## src/rtl/tx_frame_builder.sv

```systemverilog
// Measurement-to-frame serializer: wraps each accepted 32-bit count into SYNC/seq, value
// and optional checksum segments for a downstream word transmitter. Option: FRAME_CHECKSUM_EN.
module tx_frame_builder #(
  parameter logic [7:0] SYNC_BYTE = 8'hA5
) (
  input  logic        clk,
  input  logic        rst_n,
  input  logic        meas_valid,
  input  logic [31:0] meas_value,
  output logic        meas_ready,
  output logic        tx_start,
  output logic [31:0] tx_word,
  output logic [2:0]  tx_bytes,
  input  logic        tx_busy,
  output logic        frame_busy
);

  typedef enum logic [1:0] {
    IDLE    = 2'd0,
    ISSUE   = 2'd1,
    WAIT_HI = 2'd2,
    WAIT_LO = 2'd3
  } state_t;

`ifdef FRAME_CHECKSUM_EN
  localparam logic [1:0] LAST_SEG = 2'd2;
`else
  localparam logic [1:0] LAST_SEG = 2'd1;
`endif

  state_t      state, state_next;
  logic [1:0]  seg, seg_next;
  logic [7:0]  seq;
  logic [31:0] value_q;
  logic        accept;
  logic        load_word;
  logic [31:0] word_next;
  logic [2:0]  bytes_next;

`ifdef FRAME_CHECKSUM_EN
  logic [7:0] csum_q;
  logic [7:0] csum_next;

  // Sum uses the pre-increment seq, which is exactly the seq this frame carries.
  assign csum_next = seq + meas_value[7:0] + meas_value[15:8]
                   + meas_value[23:16] + meas_value[31:24];
`endif

  assign accept     = meas_valid && (state == IDLE);
  assign frame_busy = (state != IDLE);
  assign meas_ready = (state == IDLE);

  // NOTE: every combinational output gets a default before the case so no
  // path leaves a variable unassigned, which would otherwise infer a latch.
  always_comb begin
    state_next = state;
    seg_next   = seg;
    tx_start   = 1'b0;
    load_word  = 1'b0;
    unique case (state)
      IDLE: begin
        if (meas_valid) begin
          state_next = ISSUE;
          seg_next   = 2'd0;
          load_word  = 1'b1;
        end
      end
      ISSUE: begin
        if (!tx_busy) begin
          tx_start   = 1'b1;
          state_next = WAIT_HI;
        end
      end
      WAIT_HI: begin
        if (tx_busy) state_next = WAIT_LO;
      end
      WAIT_LO: begin
        if (!tx_busy) begin
          if (seg == LAST_SEG) begin
            state_next = IDLE;
          end else begin
            state_next = ISSUE;
            seg_next   = seg + 2'd1;
            load_word  = 1'b1;
          end
        end
      end
      default: state_next = IDLE;
    endcase
  end

  // Word for the segment about to be issued; seg 1 reads value_q, which is
  // only selected after the accept edge has latched it.
  always_comb begin
    word_next  = {16'h0000, seq, SYNC_BYTE};
    bytes_next = 3'd2;
    unique case (seg_next)
      2'd0: begin
        word_next  = {16'h0000, seq, SYNC_BYTE};
        bytes_next = 3'd2;
      end
      2'd1: begin
        word_next  = value_q;
        bytes_next = 3'd4;
      end
`ifdef FRAME_CHECKSUM_EN
      2'd2: begin
        word_next  = {24'h000000, csum_q};
        bytes_next = 3'd1;
      end
`endif
      default: begin
        word_next  = {16'h0000, seq, SYNC_BYTE};
        bytes_next = 3'd2;
      end
    endcase
  end

  // NOTE: sequential state uses non-blocking assignments so every register
  // samples pre-edge values regardless of statement order.
  always_ff @(posedge clk or negedge rst_n) begin
    if (!rst_n) begin
      state <= IDLE;
      seg   <= 2'd0;
    end else begin
      state <= state_next;
      seg   <= seg_next;
    end
  end

  // NOTE: data registers are reset too, because tx_word/tx_bytes are visible
  // outputs with defined reset values and an aborted frame must not leak.
  always_ff @(posedge clk or negedge rst_n) begin
    if (!rst_n) begin
      seq      <= 8'h00;
      value_q  <= 32'h0000_0000;
      tx_word  <= 32'h0000_0000;
      tx_bytes <= 3'd0;
    end else begin
      if (accept) value_q <= meas_value;
      if (tx_start && (seg == 2'd0)) seq <= seq + 8'h01;
      if (load_word) begin
        tx_word  <= word_next;
        tx_bytes <= bytes_next;
      end
    end
  end

`ifdef FRAME_CHECKSUM_EN
  always_ff @(posedge clk or negedge rst_n) begin
    if (!rst_n) begin
      csum_q <= 8'h00;
    end else if (accept) begin
      csum_q <= csum_next;
    end
  end
`endif

endmodule

```

## config.mk

```make
export PLATFORM = sky130hd
export DESIGN_NAME = tx_frame_builder
export DESIGN_NICKNAME = d
export VERILOG_FILES = /design/src/rtl/tx_frame_builder.sv
export SDC_FILE = /design/constraint.sdc
export NUM_CORES = 1
export LEC_CHECK = 0
export CORE_MARGIN = 8
export CORE_UTILIZATION = 30
export DETAILED_ROUTE_END_ITERATION = 8
export GPL_ROUTABILITY_DRIVEN = 1
export MAX_ROUTING_LAYER = met4
export SYNTH_ARGS = -nofsm -noshare
export SYNTH_HDL_FRONTEND = slang
export SYNTH_SLANG_ARGS = --single-unit
```

## constraint.sdc

```tcl
create_clock -name clk -period 3.75 [get_ports clk]
set_clock_uncertainty 0.05 [all_clocks]
set_input_delay 0.375 -clock clk [delete_from_list [all_inputs] [get_ports clk]]
set_output_delay 0.375 -clock clk [all_outputs]
set_load 0.02 [all_outputs]
```

==> impl_metrics.ini <==
[clock_network]
cts_buffer_depth = 2
cts_max_level = 3
cts.sinks = 78
cts_buffers = 9
cts_resized = 0
ctsHoldBuffers = 0
cts_root_buf = clkbuf_8
tritoncts = built
clk_pin_slew_ns = 0.09
clk_latency_ns = 0.35
post-cts-setup-buffers = 0

[setup_path]
path_max_fanout = 21
cp_slowest_cell = inv_1
cpMostUsedCell = inv_1
crit_family = compound AO/OA/AOI/OAI gates
startpoint_type = flop
r2r_slack_ns = 1.50
required_ns = 3.93
end_kind = flop
reg2reg_from = state[0]
criticalPathCategory = flop to flop
worstPathArrival_ns = 2.43
max_stage_delay_ns = 0.42
timing.critical_path.cells = inv_1 > ha_1 > inv_1 > a21oi_4 > o211a_4 > a22o_1
reg2regPathDepth = 6
cp_num_buf_inv = 2
timing.rr.end = tx_word[27]

[synthesis]
synth.top_cells.by_count = dfrtp_1 (78), mux2_2 (33), a22o_1 (20)
ys_warn_count = 0
synth_seq_cells = 78
synthTopCellsByArea = dfrtp_1 (59%), mux2_2 (11%), a22o_1 (5.3%)
syn_inst = 239
avgSynthCellArea_um2 = 13.75
syn-cell-area_um2 = 3287
synth_edf_count = 0
ys_seq_area_frac = 0.5938
synth_most_common_cell = dfrtp_1
synth.top_cell.area_share = 0.5938
synthArstFlopShare = 1.000
yosysUniqueCellTypes = 41
synth_nets = 280
synthFlopType = dfrtp_1
yosys.area.top_type = dfrtp_1

[cells_and_area]
fin_area_um2 = 4284
syn_to_final_growth_pct = 30.34
drive_above_1_share = 0.1899
diodes = 0
fin_util = 0.3987
layout.nets = 352
fill_cells = 1085

[hold_path]
min_path_type = input pin to asynchronous set/reset pin

[timing]
fin_tns_setup_ns = 0
slew_headroom = 0.3579
finalCritPeriodShare = 0.6005
timing.final.max_slew_violations = 0
hold_slack_ns = 0.1188
max_freq_mhz = 444.1
min_period_ns = 2.252
grt_setup_unrepaired = no
worst_pin_slew_ns = 0.9632
setup_viol = 0
finalHoldViolCount = 0

[route]
firstDrtPassIters = 4
antenna_left = 0
drt_iter0_markers = 93
avgViaCountPerCell = 4.724
wl_um = 7213
via_count = 2154
wl_per_cell_um = 15.82
drc_errors = 0

[pwr]
totalPowerFinal_mw = 3.175
leakagePower_nw = 1.789
ir_worst_vdd_mv = 0.3461
p_per_area_nw_per_um2 = 741.2

[placed_design]
placed_area_um2 = 4094
hpwl_um = 5050
port_buffers = 72
routabilityCongestion = 0.7999

[global_routing]
grt_usage = 0.1059
grt_pass1_vias = 2236
grt_pass1_wl_um = 11830
grt_overflow = 0
grt_max_degree = 79
grt_antenna_before_repair = 0

[outcome]
outcome = finished clean

[floorplan]
rows = 38
initial_utilization = 0.3059
die_x_um = 120.7
io-pin-count = 74
dieHeight_um = 120.7
fp.dieArea_um2 = 14560
core_um2 = 10750

[job]
cap_violations = 0
[area by class of cell]
| cell class | count | area, µm² | area share |
|---|---|---|---|
| Sequential cell | 78 | 1952 | 0.4556 |
| Clock inverter | 5 | 58.81 | 0.01373 |
| Clock buffer | 11 | 131.4 | 0.03067 |
| Tap cell | 140 | 175.2 | 0.04089 |
| Multi-Input combinational cell | 144 | 1222 | 0.2853 |
| Timing Repair Buffer | 73 | 725.7 | 0.1694 |
| Inverter | 5 | 18.77 | 0.004381 |
[how the worst max path moves through the flow]
stage,start,to,cells past startpoint
final,state[0],tx_word[27],6
after CTS,state[1],tx_start,4
after global placement,tx_busy,tx_word[3],5
after detailed placement,tx_busy,tx_word[1],5
after floorplan,state[0],tx_word[16],8
after global routing,state[0],tx_word[6],6
[state kept, by name (all words and copies together) (netlist names)]
register,cells
tx_word,32
value_q,32
seq,8
seg,2
state,2
tx_bytes,2
[stage by stage]
step	instances	setup slack (ns)
floorplan	239	1.859
global placement	440	1.535
detailed placement	440	1.476
CTS	456	1.470
global route	456	1.373
finish	456	1.498
[worst reg2reg max path: cells and delay by family (launching register included)]
| kind | cells | cell delay (ns) |
|---|---|---|
| AOI/OAI and AO/OA | 3 | 0.79 |
| adders and majority gates | 1 | 0.38 |
| buffers and inverters | 2 | 0.52 |
| DFF | 1 | 0.41 |
[cell usage in the layout (no fill, tap or decap), types with 2 or more instances in the layout]
cell type        Yosys  final
clkdlybuf4s50_1      0     71
nand4_1              2      2
inv_1                5      5
dfrtp_1             78     78
buf_4                1      2
nand3_1             10     10
nand2b_1             4      4
mux2_2              33     33
o21ai_0             11     11
ha_1                 5      5
xor2_1               2      2
nor2b_1              2      2
clkbuf_1             0      2
o22a_1               5      5
nor2_1               2      2
clkinvlp_4           0      2
clkbuf_8             0      9
nand2_1              3      3
a21oi_1              9      9
xnor2_1              5      5
a22o_1              20     20
nor3b_1              2      2
o21a_1               2      2
a31oi_1              8      8
[layer usage]
| metal | track usage | part of all wire | up-vias |
|---|---|---|---|
| met5 | - | 0 | - |
| met4 | 0.03044 | 0.010 | 0 |
| met3 | 0.03683 | 0.048 | 7 |
| met2 | 0.1497 | 0.44 | 60 |
| met1 | 0.1400 | 0.50 | 1076 |
| li1 | - | - | 1011 |
[power by group]
group / switching (mW) / internal (mW)
registers: 0.195 / 1.15
logic: 0.627 / 0.588
clock network: 0.311 / 0.309
total: 1.13 / 2.04
[cells by family after synthesis]
| family | count (synthesis) | share of synthesized area |
|---|---|---|
| adder cells (fa/ha/maj) | 5 | 0.01903 |
| XOR/XNOR | 7 | 0.01865 |
| other | 1 | 0.001141 |
| flip-flops | 78 | 0.5938 |
| multiplexers | 33 | 0.1131 |
| AO/OA/AOI/OAI | 64 | 0.1469 |
| AND/OR/NAND/NOR | 34 | 0.07309 |
| buffers and inverters | 17 | 0.03426 |
(Power assumes the default switching activity.)
